**config.mk**
```make
export PLATFORM = sky130hd
export DESIGN_NAME = sprite_scan_renderer
export DESIGN_NICKNAME = d
export VERILOG_FILES = /design/src/rtl/sprite_pkg.sv /design/src/rtl/sprite_scan_renderer_raster_counter.sv /design/src/rtl/sprite_scan_renderer.sv
export SDC_FILE = /design/constraint.sdc
export NUM_CORES = 1
export LEC_CHECK = 0
export ABC_AREA = 1
export ABC_CLOCK_PERIOD_IN_PS = 4650
export BUFFER_PORTS_ARGS = -buffer_cell sky130_fd_sc_hd__buf_2
export CAP_MARGIN = 15
export CORE_UTILIZATION = 25
export CTS_CLUSTER_DIAMETER = 50
export DETAILED_ROUTE_END_ITERATION = 12
export PLACE_DENSITY = 0.44
export SETUP_SLACK_MARGIN = 0.2
export SLEW_MARGIN = 30
export SYNTH_ARGS = -nofsm -noshare
export SYNTH_HDL_FRONTEND = slang
export SYNTH_SLANG_ARGS = --single-unit
```
**constraint.sdc**
```tcl
create_clock -name i_clk -period 4.65 [get_ports i_clk]
set_clock_uncertainty 0.15 [all_clocks]
set_input_delay 1.395 -clock i_clk [delete_from_list [all_inputs] [get_ports i_clk]]
set_output_delay 1.395 -clock i_clk [all_outputs]
set_load 0.03 [all_outputs]
```
**src/rtl/sprite_pkg.sv**
```systemverilog
// rtl/sprite_pkg.sv - shared raster constants, coordinate type, FSM states and sprite address helper
package sprite_pkg;

    localparam int SCREEN_W = 128;
    localparam int SCREEN_H = 96;

    typedef logic [6:0] coord_t;

    typedef enum logic [1:0] {
        ST_IDLE   = 2'd0,
        ST_LATCH  = 2'd1,
        ST_SCAN   = 2'd2,
        ST_VBLANK = 2'd3
    } state_t;

    // Bitmap word index inside the sprite, row-major over the latched width.
    function automatic logic [13:0] sprite_offset(input coord_t dx, input coord_t dy, input coord_t w);
        logic [13:0] prod;
        prod = 14'(dy) * 14'(w);
        return prod + 14'(dx);
    endfunction

endpackage

```
**src/rtl/sprite_scan_renderer_raster_counter.sv**
```systemverilog
// rtl/sprite_scan_renderer_raster_counter.sv - pixel prescaler plus h/v slot counters for the scan raster
module raster_counter #(
    parameter int PIX_DIV = 4,
    parameter int H_TOTAL = 160,
    parameter int V_TOTAL = 104
) (
    input  logic       i_clk,
    input  logic       i_rst_n,
    input  logic       i_run,
    output logic       o_pe,
    output logic       o_line_end,
    output logic       o_frame_end,
    output logic [7:0] o_h,
    output logic [6:0] o_v
);

    localparam int PW = (PIX_DIV > 1) ? $clog2(PIX_DIV) : 1;

    logic [PW-1:0] r_presc;
    logic [7:0]    r_h;
    logic [6:0]    r_v;
    logic          w_pe;
    logic          w_line_end;
    logic          w_frame_end;

    assign w_pe        = i_run && (r_presc == PW'(PIX_DIV - 1));
    assign w_line_end  = w_pe && (r_h == 8'(H_TOTAL - 1));
    assign w_frame_end = w_line_end && (r_v == 7'(V_TOTAL - 1));

    // Counters sit at zero whenever the scan is not running so every frame starts at (0,0).
    always_ff @(posedge i_clk or negedge i_rst_n) begin
        if (!i_rst_n) begin
            r_presc <= '0;
            r_h     <= '0;
            r_v     <= '0;
        end else if (!i_run) begin
            r_presc <= '0;
            r_h     <= '0;
            r_v     <= '0;
        end else begin
            r_presc <= w_pe ? '0 : r_presc + 1'b1;
            if (w_pe) begin
                if (w_line_end) begin
                    r_h <= '0;
                    r_v <= w_frame_end ? '0 : r_v + 7'd1;
                end else begin
                    r_h <= r_h + 8'd1;
                end
            end
        end
    end

    assign o_pe        = w_pe;
    assign o_line_end  = w_line_end;
    assign o_frame_end = w_frame_end;
    assign o_h         = r_h;
    assign o_v         = r_v;

endmodule

```
**src/rtl/sprite_scan_renderer.sv**
```systemverilog
// rtl/sprite_scan_renderer.sv - raster walker with per-frame sprite snapshot and hit/address pipeline
// Optional toroidal sprite placement: define SPRITE_WRAP_EN.
module sprite_scan_renderer
    import sprite_pkg::*;
#(
    parameter int H_BLANK = 32,
    parameter int V_BLANK = 8,
    parameter int PIX_DIV = 4
) (
    input  logic        i_clk,
    input  logic        i_rst_n,
    input  logic        i_enable,
    input  logic [6:0]  i_x_pos,
    input  logic [6:0]  i_y_pos,
    input  logic [6:0]  i_width,
    input  logic [6:0]  i_height,
    output logic [6:0]  o_pix_x,
    output logic [6:0]  o_pix_y,
    output logic        o_pix_valid,
    output logic        o_sprite_hit,
    output logic [13:0] o_sprite_addr,
    output logic        o_frame_tick
);

    state_t      r_state;
    state_t      w_next_state;
    logic        w_frame_tick;
    logic        w_run;
    logic        w_scan;

    logic        w_pe;
    logic        w_line_end;
    logic        w_frame_end;
    logic [7:0]  w_h;
    logic [6:0]  w_v;

    coord_t      r_x_l;
    coord_t      r_y_l;
    coord_t      r_w_l;
    coord_t      r_h_l;

    logic        w_hit;
    coord_t      w_dx;
    coord_t      w_dy;
    logic [13:0] w_addr;

    coord_t      r_pix_x;
    coord_t      r_pix_y;
    logic        r_pix_valid;
    logic        r_sprite_hit;
    logic [13:0] r_sprite_addr;

    raster_counter #(
        .PIX_DIV (PIX_DIV),
        .H_TOTAL (SCREEN_W + H_BLANK),
        .V_TOTAL (SCREEN_H + V_BLANK)
    ) u_raster (
        .i_clk       (i_clk),
        .i_rst_n     (i_rst_n),
        .i_run       (w_run),
        .o_pe        (w_pe),
        .o_line_end  (w_line_end),
        .o_frame_end (w_frame_end),
        .o_h         (w_h),
        .o_v         (w_v)
    );

    always_ff @(posedge i_clk or negedge i_rst_n) begin
        if (!i_rst_n) begin
            r_state <= ST_IDLE;
        end else begin
            r_state <= w_next_state;
        end
    end

    always_comb begin
        w_next_state = r_state;
        if (!i_enable) begin
            w_next_state = ST_IDLE;
        end else begin
            case (r_state)
                ST_IDLE:   w_next_state = ST_LATCH;
                ST_LATCH:  w_next_state = ST_SCAN;
                ST_SCAN: begin
                    if (w_frame_end) begin
                        w_next_state = ST_LATCH;
                    end else if (w_line_end && (w_v == 7'(SCREEN_H - 1))) begin
                        w_next_state = ST_VBLANK;
                    end
                end
                ST_VBLANK: if (w_frame_end) w_next_state = ST_LATCH;
                default:   w_next_state = ST_IDLE;
            endcase
        end
    end

    always_comb begin
        w_frame_tick = (r_state == ST_LATCH);
        w_scan       = (r_state == ST_SCAN);
        w_run        = i_enable && ((r_state == ST_SCAN) || (r_state == ST_VBLANK));
    end

    // Snapshot once per frame so a mid-frame position update cannot tear the sprite.
    always_ff @(posedge i_clk or negedge i_rst_n) begin
        if (!i_rst_n) begin
            r_x_l <= '0;
            r_y_l <= '0;
            r_w_l <= '0;
            r_h_l <= '0;
        end else if (r_state == ST_LATCH) begin
            r_x_l <= i_x_pos;
            r_y_l <= i_y_pos;
            r_w_l <= i_width;
            r_h_l <= i_height;
        end
    end

`ifdef SPRITE_WRAP_EN
    logic [7:0] w_dy8;
    always_comb begin
        w_dx  = w_h[6:0] - r_x_l;
        w_dy8 = {1'b0, w_v} - {1'b0, r_y_l};
        if (w_v < r_y_l) begin
            w_dy8 = w_dy8 + 8'(SCREEN_H);
        end
        w_dy  = w_dy8[6:0];
        w_hit = !w_h[7] && (w_dx < r_w_l) && (w_dy8 < {1'b0, r_h_l});
    end
`else
    logic [7:0] w_x_end;
    logic [7:0] w_y_end;
    always_comb begin
        w_x_end = {1'b0, r_x_l} + {1'b0, r_w_l};
        w_y_end = {1'b0, r_y_l} + {1'b0, r_h_l};
        w_dx    = w_h[6:0] - r_x_l;
        w_dy    = w_v - r_y_l;
        w_hit   = (w_h >= {1'b0, r_x_l}) && (w_h < w_x_end) &&
                  ({1'b0, w_v} >= {1'b0, r_y_l}) && ({1'b0, w_v} < w_y_end);
    end
`endif

    assign w_addr = w_hit ? sprite_offset(w_dx, w_dy, r_w_l) : 14'd0;

    // Coordinates, hit and address hold between slots; only the valid strobe self-clears.
    always_ff @(posedge i_clk or negedge i_rst_n) begin
        if (!i_rst_n) begin
            r_pix_x       <= '0;
            r_pix_y       <= '0;
            r_pix_valid   <= 1'b0;
            r_sprite_hit  <= 1'b0;
            r_sprite_addr <= '0;
        end else if (!i_enable) begin
            r_pix_x       <= '0;
            r_pix_y       <= '0;
            r_pix_valid   <= 1'b0;
            r_sprite_hit  <= 1'b0;
            r_sprite_addr <= '0;
        end else begin
            r_pix_valid <= 1'b0;
            if (w_scan && w_pe && (w_h < 8'(SCREEN_W))) begin
                r_pix_x       <= w_h[6:0];
                r_pix_y       <= w_v;
                r_pix_valid   <= 1'b1;
                r_sprite_hit  <= w_hit;
                r_sprite_addr <= w_addr;
            end
        end
    end

    assign o_pix_x       = r_pix_x;
    assign o_pix_y       = r_pix_y;
    assign o_pix_valid   = r_pix_valid;
    assign o_sprite_hit  = r_sprite_hit;
    assign o_sprite_addr = r_sprite_addr;
    assign o_frame_tick  = w_frame_tick;

endmodule

```
-- After elaboration in Yosys (flattened, before gate mapping)
Index checks and enable logic that the tools add are counted.
- add/subtract/negate cells: 8
- muxes and demuxes: 25
- reduce and logical (&&, ||, !) cells: 14
- equal/unequal tests: 12
- magnitude comparators: 5
- multipliers: 1
- operators by type and width (operator ; count):
    7-bit 2-to-1 mux ; 8
    14-bit 2-to-1 mux ; 3
    8-bit 2-to-1 mux ; 3
    7-bit by 7-bit adder with 8-bit output ; 2
    14-bit by 7-bit adder with 14-bit output ; 1
    7-bit equality test (second input constant) ; 2
    7-bit by 7-bit multiplier with 14-bit output ; 1
    7-bit subtractor ; 2
    2-bit 2-to-1 mux ; 6
    1-bit logical AND ; 10
    8-bit by 1-bit adder with 8-bit output (second input constant) ; 1
    8-bit equality test (second input constant) ; 1
    8-bit by 7-bit greater-or-equal comparator with 1-bit output ; 1
    7-bit by 8-bit < comparator with 1-bit output ; 1
    8-bit < comparator ; 1
    8-bit < comparator (second input constant) ; 1
    2-bit case mux with 4 select lines ; 1
    7-bit by 1-bit adder with 7-bit output (second input constant) ; 1
    7-bit greater-or-equal comparator ; 1
    2-bit equality test (second input constant) ; 3
    1-bit 2-to-1 mux ; 4
    2-bit != test (second input constant) ; 2
    4-bit by 2-bit != test with 1-bit output (second input constant) ; 1
    2-bit AND reduction ; 2
    6 further kinds ; 6
- input port bits: 31
- output and inout bits: 31
- register bits: 77
- logic and storage cells: 78

-- Logic depth before layout (Yosys ltp)
Gate-level depths: netlist of the first run.
- depth in word-level cells: 10
- mapped depth: 31

-- Cells and area by module
A second synthesis of the first run with hierarchy kept.
- cell total of the unflattened synthesis: 861
- area, all modules: 6665.1 um^2
- by module, submodules not included (module ; instances ; cells each ; seq. area each (um^2) ; area an instance (um^2)):
    sprite_scan_renderer ; 1 ; 727 ; 1501.4 ; 5696.7
    raster_counter ; 1 ; 134 ; 425.4 ; 968.4

-- Least setup slack after synthesis of the first run
No wires, ideal clock.
- path type: flip-flop to flip-flop
- from: reg u_raster.r_v[0], in the netlist u_raster.o_v[0]
- to: reg r_sprite_addr[10], in the netlist o_sprite_addr[10]
- data required time: 4.382 ns
- library setup time: 0.118 ns
- path buffers: 0
- stages on the path, launching flop included: 29
- arrival time: 4.810 ns
- setup slack: -0.429 ns
- cell sequence: dfrtp_1 -> inv_1 -> ha_1 -> inv_1 -> fa_1 -> nand3_1 -> nand3_1 -> nand2_1 -> nand2_1 -> a21oi_1 -> inv_1 -> nand2_1 -> nand2_1 -> nor2_1 -> fa_1 -> fa_1 -> fa_1 -> inv_1 -> fa_1 -> inv_1 -> ha_1 -> a21oi_1 -> nor2_1 -> nor2_1 -> nand2_1 -> nand2_1 -> nand2_1 -> nand4_1 -> nand2_1
- word-level cells in the longest chain between the ends: 6
- elaborated cells on any way between the ends: 10
- RTL lines (item ; line ; text):
    start, declared ; sprite_scan_renderer_raster_counter.sv:21 ; logic [6:0] r_v;
    start signal, assigned ; sprite_scan_renderer_raster_counter.sv:45 ; r_v <= w_frame_end ? '0 : r_v + 7'd1;
    7-bit subtractor / 7-bit greater-or-equal comparator (equally long branches) ; sprite_scan_renderer.sv:136, sprite_scan_renderer.sv:138 ;
    7-bit by 7-bit multiplier with 14-bit output / 1-bit logical AND (equally long branches) ; sprite_pkg.sv:19, sprite_scan_renderer.sv:137 ;
    14-bit by 7-bit adder with 14-bit output / 1-bit logical AND (equally long branches) ; sprite_pkg.sv:20, sprite_scan_renderer.sv:138 ;
    14-bit 2-to-1 mux (*) ; sprite_scan_renderer.sv:142 ; assign w_addr = w_hit ? sprite_offset(w_dx, w_dy, r_w_l) : 14'd0;
    14-bit 2-to-1 mux (*) ; sprite_scan_renderer.sv:160 ; if (w_scan && w_pe && (w_h < 8'(SCREEN_W))) begin
    14-bit 2-to-1 mux (*) ; sprite_scan_renderer.sv:152 ; end else if (!i_enable) begin
    end signal, assigned ; sprite_scan_renderer.sv:165 ; r_sprite_addr <= w_addr;
    end, declared ; sprite_scan_renderer.sv:51 ; logic [13:0] r_sprite_addr;
Every way passes the cells marked *; elsewhere a longest branch is shown, timed or not. The select of a mux whose other input is x is not followed.
A chain may end at the register's enable or synchronous reset.

-- Worst setup path in the final report of the first run
- from: reg u_raster.r_v[0], in the netlist u_raster.o_v[0]
- to: reg r_sprite_addr[9], in the netlist o_sprite_addr[9]
The elaborated chain is that of the path after synthesis.

==> results of run 1 <==
[state kept, by name, indices dropped and copies added (netlist names)]
register / count
o_sprite_hit: 1
o_sprite_addr: 14
o_pix_valid: 1
r_h_l: 7
o_pix_y: 7
r_state: 2
u_raster.o_v: 7
o_pix_x: 7
r_w_l: 7
u_raster.r_presc: 2
r_x_l: 7
r_y_l: 7
u_raster.o_h: 8
[repair_timing]
action / 4_1_cts / 5_1_grt
buffers inserted: 5 / 0
resized for setup: 25 / 16
endpoints found under the setup margin: 10 / 10
gates cloned: 0 / 0
endpoints found under the hold margin: 0 / 0
pin swaps: 31 / 11
[kinds of logic (layout without fill, tap and decap cells)]
| logic type | after synthesis | in the layout | share of synthesized area, % |
|---|---|---|---|
| flops | 77 | 77 | 29.6 |
| xor+xnor | 31 | 31 | 4.17 |
| compound gates | 86 | 86 | 7.01 |
| buf+inv | 149 | 267 | 8.98 |
| fa+ha+maj | 117 | 117 | 26.5 |
| simple gates | 366 | 366 | 23.8 |
[per-stage QoR]
step,setup TNS [ps],hold slack [ps],setup WS (ps),instance area [µm²],util (%)
after floorplan,-1340,259,-232,6650,-
after detailed placement,-2370,274,-357,7670,30.2
after CTS,-1390,292,-226,8110,31.9
final,-1240,290,-234,8160,32.1
after global routing,-3650,314,-513,8160,32.1
after global placement,-1810,279,-260,7670,30.2
[Yosys cell counts, drive strengths merged]
cell,number
a211oi,1
a21oi,31
a31oi,2
and3,1
buf,7
clkbuf,7
dfrtp,77
fa,35
ha,82
inv,135
nand2,232
nand3,37
nand4,24
nor2,64
nor3,4
nor3b,1
nor4,1
o21a,1
o21ai,45
o21bai,1
o22ai,4
o32ai,1
or2,2
xnor2,12
xor2,19
[metal layers]
layer  global-route usage (%)  part of all wire [%]  up-vias
met3                     2.06                   2.0       11
met1                     18.6                    49     2563
met2                     24.0                    48       58
li1                         -                     -     2851
met4                     3.11                   1.0        0
met5                        0                     0        -
[worst reg2reg max path, delay by kind of cell, from the launching register on]
family                     cells  cell delay (ps)
adders and majority gates      6             2480
and+or+nand+nor               12              880
buffers and inverters          8              570
DFF                            1              360
xor gates and xnor gates       2              260
AOI/OAI and AO/OA              1              130
[worst min path at each step]
stage                                      to  cells after the start
after global placement    u_raster.r_presc[0]                      1
after CTS                 u_raster.r_presc[0]                      1
after detailed placement  u_raster.r_presc[0]                      1
after global routing      u_raster.r_presc[0]                      1
after floorplan           u_raster.r_presc[0]                      1
final                     u_raster.r_presc[0]                      1
[cell type report]
class / count / area share (%)
multi-input cells: 600 / 52.7
flip-flops and latches: 77 / 23.6
repair buffers: 116 / 8.93
inverters: 135 / 6.21
well taps: 330 / 5.06
clock buffers: 10 / 2.81
clock inverters: 6 / 0.644
==> results.sh, run 1 <==
export IMPL_grt_pass1_wl_um=29200
export IMPL_htreeDepth=3
export IMPL_syn_nets=974
export IMPL_cp_data_required_time_ps=4780
export IMPL_rr_worst_depth=29
export IMPL_remaining_drc_errors=0
export IMPL_clk_pin_slew_ps=70
export IMPL_r2r_start="u_raster.o_v[0]"
export IMPL_final_common_cell="nand2_1"
export IMPL_dr_pass1_iters=4
export IMPL_cts_max_path_buffers=2
export IMPL_placed_cells=1253
export IMPL_floorplan_initialDensity_pct=25.7
export IMPL_slew_headroom_pct=48.6
export IMPL_place_congestion=0.828
export IMPL_slew_violations=0
export IMPL_stdcell_count=1274
export IMPL_critPathLaunchType="register"
export IMPL_setup_viol=8
export IMPL_die_x_um=163
export IMPL_synth_top_cells_by_area="dfrtp_1, ha_1, nand2_1"
export IMPL_io_buffer_count=61
export IMPL_end_kind="register"
export IMPL_r2r_end="o_sprite_addr[9]"
export IMPL_post_drt_wl_per_cell_um=13.7
export IMPL_coreArea_um2=25400
export IMPL_clock_root_buffer="clkbuf_16"
export IMPL_worst_path_stages=29
export IMPL_grt_max_degree=78
export IMPL_synthCells=826
export IMPL_cp_startpoint="u_raster.o_v[0]"
export IMPL_num_antenna_cells=0
export IMPL_period_share_pct=105
export IMPL_grt_usage_pct=14.1
export IMPL_yosysWarnings=0
export IMPL_hp_start="u_raster.r_presc[0]"
export IMPL_hold_path_class="register to register"
export IMPL_filler_cell_count=2762
export IMPL_fp_dieArea_um2=26700
export IMPL_vias_per_cell=4.30
export IMPL_grt_overflow_total=0
export IMPL_cp_slowest_cell="fa_1"
export IMPL_seqCellArea_um2=1930
export IMPL_synth_area_per_cell_um2=7.89
export IMPL_cts_sinks=77
export IMPL_hold_viol=0
export IMPL_worst_slack_ps=-234
export IMPL_outcome="finished, violations left"
export IMPL_drtAntennaViolNets=0
export IMPL_routed_wl_um=17500
export IMPL_synth_cell_types=36
export IMPL_syn_area_um2=6520
export IMPL_synth_seq_cells=77
export IMPL_worst_pin_slew_ps=771
export IMPL_drtIter0Drc=226
export IMPL_yosysSeqAreaShare_pct=29.6
export IMPL_r2r_setup_slack_ps=-230
export IMPL_final_layout_size_suffix_gt1_share_pct=22.2
export IMPL_multi_input_area_um2=4300
export IMPL_worstSkewPairLatency_ps=350
export IMPL_synth_top_cell_by_area="dfrtp_1"
export IMPL_max_cap_violations=0
export IMPL_critPathBufInv=8
export IMPL_violations="negative setup slack"
export IMPL_vias=5483
export IMPL_ioPinCount=62
export IMPL_dp_hpwl_um=13900
export IMPL_slowest_delay_ps=530
export IMPL_grt_pass1_vias=5618
export IMPL_critPathCapture="o_sprite_addr[9]"
export IMPL_tritoncts="done"
export IMPL_timing_fmax_mhz=205
export IMPL_antenna_found_initial=0
export IMPL_final_nets=1087
export IMPL_crit_top_cell="nand2_1"
export IMPL_path_max_fanout=4
export IMPL_hold_buffers=0
export IMPL_mostFrequentLayoutCells="nand2_1, inv_1, dfrtp_1"
export IMPL_areaGrowthSynthToFinish_pct=25.1
export IMPL_rows=58
export IMPL_die_y_um=163
export IMPL_cp_arrival_ps=5020
export IMPL_cts_buffers=9
export IMPL_critPathTopFamily="adder cells"
export IMPL_crit_type="register to register"
export IMPL_synth_top_area_share_pct=29.6
export IMPL_fin_crit_ps=4880
export IMPL_grt_setup_unrepaired="yes"
Power of run 1 is left out: the tool's default activity adds up to more than one toggle a clock period on the data nets, which glitch-free logic cannot reach.
==> run 2: changes to the inputs <==
Settings changed: ABC_CLOCK_PERIOD_IN_PS 4650 to 4100, SLEW_MARGIN 30 to not set.
Clock period 4.65 ns to 4.1 ns, I/O delays scaled along.
==> run 2 against run 1 <==
The flow still finishes with violations (negative setup slack); non-clock buffer count rose by 45; clock-buffer cell count did not move; final cell count up 3.5%; maximum frequency grew 1.6%; global-route usage up 0.61 points; register-to-register slack worse by 470 ps.
==> results.sh, run 2 (synthesis gave the netlist of run 1 again) <==
export IMPL_setup_tns_ps=-5580
export IMPL_hold_viol=0
export IMPL_clock_root_buffer="clkbuf_16"
export IMPL_final_layout_size_suffix_gt1_share_pct=28.4
export IMPL_post_dp_cell_area_um2=8000
export IMPL_slowest_delay_ps=510
export IMPL_dr_pass1_iters=4
export IMPL_slew_violations=0
export IMPL_hp_start="u_raster.r_presc[0]"
export IMPL_cp_startpoint="u_raster.o_v[0]"
export IMPL_clk_pin_slew_ps=70
export IMPL_vias=5668
export IMPL_r2r_start="u_raster.o_v[0]"
export IMPL_tritoncts="done"
export IMPL_grt_pass1_wl_um=30200
export IMPL_num_antenna_cells=0
export IMPL_ioPinCount=62
export IMPL_dp_hpwl_um=14400
export IMPL_worst_pin_slew_ps=512
export IMPL_cts_max_path_buffers=2
export IMPL_holdPathEnd="u_raster.r_presc[0]"
export IMPL_rr_worst_depth=27
export IMPL_fin_crit_ps=4810
export IMPL_areaGrowthSynthToFinish_pct=32.8
export IMPL_drtAntennaViolNets=0
export IMPL_routed_wl_um=18300
export IMPL_path_max_fanout=4
export IMPL_timing_fmax_mhz=208
export IMPL_fp_dieArea_um2=26700
export IMPL_max_cap_violations=0
export IMPL_mostFrequentLayoutCells="nand2_1, inv_1, buf_4"
export IMPL_crit_top_cell="nand2_1"
export IMPL_htreeDepth=3
export IMPL_r2r_setup_slack_ps=-710
export IMPL_final_nets=1132
export IMPL_r2r_end="o_sprite_addr[9]"
export IMPL_remaining_drc_errors=0
export IMPL_drtIter0Drc=143
export IMPL_vias_per_cell=4.30
export IMPL_worst_slack_ps=-706
export IMPL_cts_sinks=77
export IMPL_floorplan_initialDensity_pct=25.7
export IMPL_die_x_um=163
export IMPL_largest_reg_flops=14
export IMPL_io_buffer_count=61
export IMPL_end_kind="register"
export IMPL_hold_buffers=0
export IMPL_grt_pass1_vias=5911
export IMPL_coreArea_um2=25400
export IMPL_crit_type="register to register"
export IMPL_finalInstanceArea_um2=8660
export IMPL_critPathLaunchType="register"
export IMPL_grt_max_degree=49
export IMPL_cts_buffers=9
export IMPL_violations="negative setup slack"
export IMPL_antenna_found_initial=0
export IMPL_hold_path_class="register to register"
export IMPL_die_y_um=163
export IMPL_period_share_pct=117
export IMPL_setup_viol=10
export IMPL_cp_slowest_cell="fa_1"
export IMPL_outcome="finished, violations left"
export IMPL_rows=58
export IMPL_final_common_cell="nand2_1"
export IMPL_worstSkewPairLatency_ps=360
export IMPL_post_drt_wl_per_cell_um=13.8
export IMPL_grt_setup_unrepaired="yes"
export IMPL_cp_data_required_time_ps=4250
export IMPL_holdPathStages=1
export IMPL_grt_usage_pct=14.7
export IMPL_place_congestion=0.816
export IMPL_slew_headroom_pct=65.9
export IMPL_grt_overflow_total=0
export IMPL_cp_arrival_ps=4960
run 2: cell count changes in the layout (fill, tap and decap cells not counted), sizes merged:
cell	previous run	this run
clkinv	3	0
inv	138	139
clkinvlp	0	2
buf	116	161
run 2: through the flow:
stage	hold WS, ps	cells	setup WS (ps)	util (%)
6_report	282	1319	-706	34.1
5_1_grt	312	1319	-1020	34.1
4_1_cts	286	1314	-718	33.3
3_5_place_dp	274	1293	-845	31.5
3_3_place_gp	282	1293	-804	31.5
2_1_floorplan	259	826	-782	-
run 2: worst max-delay path, delay by kind of cell, from the launching register on:
| kind | cells | cell delay [ps] |
|---|---|---|
| simple gates | 13 | 990 |
| xor+xnor | 1 | 140 |
| fa+ha+maj | 7 | 2700 |
| flops | 1 | 390 |
| buf+inv | 5 | 250 |
| compound gates | 1 | 140 |
run 2: cell type report:
type / instances / area [µm²]
clock inverter: 6 / 52.6
clock buffer: 10 / 229
tap: 330 / 413
inverter: 135 / 507
fill: 2761 / 16700
sequential: 77 / 1930
multi-input combinational: 600 / 4440
timing repair buffer: 161 / 1090
run 2: what timing repair did:
action | 4_1_cts | 5_1_grt
setup endpoints to repair | 11 | 11
buffers inserted | 5 | 5
pin swaps | 32 | 19
resized for setup | 32 | 39
run 2: worst max path at each step:
stage,end,slack [ps]
2_1_floorplan,o_sprite_addr[11],-780
3_3_place_gp,o_sprite_addr[9],-800
3_5_place_dp,o_sprite_addr[10],-840
4_1_cts,o_sprite_addr[9],-720
5_1_grt,o_sprite_addr[8],-1020
6_report,o_sprite_addr[9],-710
run 2: layer usage:
| layer | track usage, % | up-vias | share of wire, % |
|---|---|---|---|
| met3 | 2.44 | 17 | 3.2 |
| met1 | 18.9 | 2634 | 48 |
| li1 | - | 2936 | - |
| met5 | 0 | - | 0 |
| met2 | 25.1 | 81 | 47 |
| met4 | 4.00 | 0 | 1.6 |
Power of run 2 is left out for the same reason.
==> run 3: changes to the inputs <==
Settings changed: BUFFER_PORTS_ARGS -buffer_cell sky130_fd_sc_hd__buf_2 to not set, CTS_BUF_LIST set to sky130_fd_sc_hd__clkbuf_2 sky130_fd_sc_hd__clkbuf_4 sky130_fd_sc_hd__clkbuf_8, DONT_BUFFER_PORTS set to 1, PLACE_DENSITY 0.44 to 0.42.
==> run 3 against run 2 <==
The run still ends with negative setup slack left; hold slack improved by 9.8 ps; non-clock buffer count decreased by 72; sequential cell count unchanged; sequential share of layout area increased by 1.6 points; clock-buffer cell count decreased by 1; final area decreased by 6.9%; register-to-register slack got worse by 80 ps; first-iteration DRC count increased by 15%; utilization decreased by 2.3 points; die area unchanged; final cell count decreased by 5.5%; maximum frequency decreased by 1.6%; critical path type unchanged; highest routed layer unchanged.
==> results.sh, run 3 (synthesis gave the netlist of run 1 again) <==
export IMPL_outcome="finished, violations left"
export IMPL_violations="negative setup slack"
export IMPL_worst_pin_slew_ps=775
export IMPL_die_x_um=163
export IMPL_rows=58
export IMPL_cp_arrival_ps=5030
export IMPL_critPathCapture="o_sprite_addr[10]"
export IMPL_drtAntennaViolNets=0
export IMPL_post_drt_wl_per_cell_um=14.5
export IMPL_hold_buffers=0
export IMPL_grt_max_degree=78
export IMPL_setup_viol=10
export IMPL_slew_headroom_pct=48.3
export IMPL_vias=5370
export IMPL_dp_hpwl_um=14200
export IMPL_areaGrowthSynthToFinish_pct=23.7
export IMPL_critPathLaunchType="register"
export IMPL_timing_fmax_mhz=205
export IMPL_rr_worst_depth=24
export IMPL_routed_wl_um=18000
export IMPL_hp_start="u_raster.r_presc[0]"
export IMPL_cp_slowest_cell="fa_1"
export IMPL_cts_sinks=77
export IMPL_cts_max_path_buffers=2
export IMPL_die_y_um=163
export IMPL_crit_type="register to register"
export IMPL_final_nets=1060
export IMPL_floorplan_initialDensity_pct=25.7
export IMPL_grt_setup_unrepaired="yes"
export IMPL_worst_slack_ps=-785
export IMPL_mostFrequentLayoutCells="nand2_1, inv_1, buf_4"
export IMPL_fp_dieArea_um2=26700
export IMPL_r2r_end="o_sprite_addr[10]"
export IMPL_cp_startpoint="u_raster.o_v[0]"
export IMPL_path_max_fanout=5
export IMPL_final_common_cell="nand2_1"
export IMPL_clk_pin_slew_ps=110
export IMPL_final_util_pct=31.7
export IMPL_largest_reg_flops=14
export IMPL_cts_buffers=9
export IMPL_remaining_drc_errors=0
export IMPL_slowest_delay_ps=550
export IMPL_clock_root_buffer="clkbuf_8"
export IMPL_slew_violations=0
export IMPL_htreeDepth=3
export IMPL_num_antenna_cells=0
export IMPL_path_cells="inv_2 -> ha_4 -> inv_2 -> fa_2 -> nand3_2 -> nand3_2 -> buf_4 -> xor2_4 -> nor2_1 -> fa_1 -> fa_1 -> fa_1 -> inv_2 -> fa_1 -> inv_2 -> ha_4 -> a21oi_4 -> nor2_1 -> nor2_1 -> nand2_1 -> nand2_1 -> nand2_1 -> nand4_1 -> nand2_1"
export IMPL_end_kind="register"
export IMPL_max_cap_violations=0
export IMPL_coreArea_um2=25400
export IMPL_vias_per_cell=4.31
export IMPL_grt_pass1_vias=5668
export IMPL_grt_usage_pct=14.6
export IMPL_ioPinCount=62
export IMPL_worstSkewPairLatency_ps=390
export IMPL_place_congestion=0.798
export IMPL_period_share_pct=119
export IMPL_tritoncts="done"
export IMPL_fin_crit_ps=4890
export IMPL_grt_overflow_total=0
export IMPL_grt_pass1_wl_um=30000
export IMPL_final_layout_size_suffix_gt1_share_pct=21.2
export IMPL_dr_pass1_iters=4
export IMPL_r2r_start="u_raster.o_v[0]"
export IMPL_hold_path_class="register to register"
export IMPL_cp_data_required_time_ps=4250
export IMPL_pre_cts_slack_ps=-901
export IMPL_io_buffer_count=0
export IMPL_drtIter0Drc=165
export IMPL_fin_hold_ws_ps=292
export IMPL_r2r_setup_slack_ps=-790
export IMPL_antenna_found_initial=0
export IMPL_hold_viol=0
==> run 3: cell count changes in the layout (fill, tap and decap cells not counted), moves of 4 or more <==
cell	delta
buf_4	-8
inv_2	-5
clkbuf_16	-9
ha_1	+5
clkbuf_8	+9
ha_4	-5
buf_2	-60
buf_6	-4
inv_1	+5
==> run 3: worst min-delay path by stage <==
stage                     cells past startpoint             endpoint
final                                         1  u_raster.r_presc[0]
after detailed placement                      1  u_raster.r_presc[0]
after floorplan                               1  u_raster.r_presc[0]
after global routing                          1  u_raster.r_presc[0]
after global placement                        1  u_raster.r_presc[0]
after CTS                                     1  u_raster.r_presc[0]
==> run 3: layout make-up <==
cell class / instances / area, µm²
fill: 2789 / 17300
multi-input combinational: 600 / 4350
sequential: 77 / 1930
timing repair buffer: 89 / 683
inverter: 135 / 507
tap: 330 / 413
clock buffer: 9 / 124
clock inverter: 7 / 62.6
==> run 3: per-stage QoR <==
stage	instance area (µm²)	setup TNS [ps]	instances
2_1_floorplan	6680	-5460	826
3_3_place_gp	7640	-7230	1226
3_5_place_dp	7640	-7610	1226
4_1_cts	8000	-6150	1247
5_1_grt	8060	-9040	1247
6_report	8060	-6130	1247
==> run 3: what timing repair did <==
action                     in CTS  in global routing
resized for setup              29                 20
setup buffers                   5                  0
setup endpoints to repair      11                 11
pin swaps                      29                  8
==> run 3: layer usage <==
layer	track usage (%)	wire, µm
met4	4.46	258
met1	19.3	8880
met3	2.23	454
met5	0	0
met2	24.4	8450
==> run 3: worst max-delay path, delay by kind of cell (launching register included) <==
kind / cells / cell delay, ps
fa+ha+maj: 7 / 2740
flops: 1 / 400
simple gates: 10 / 750
buf+inv: 5 / 360
compound gates: 1 / 180
xor+xnor: 1 / 210
Power of run 3 is left out for the same reason.
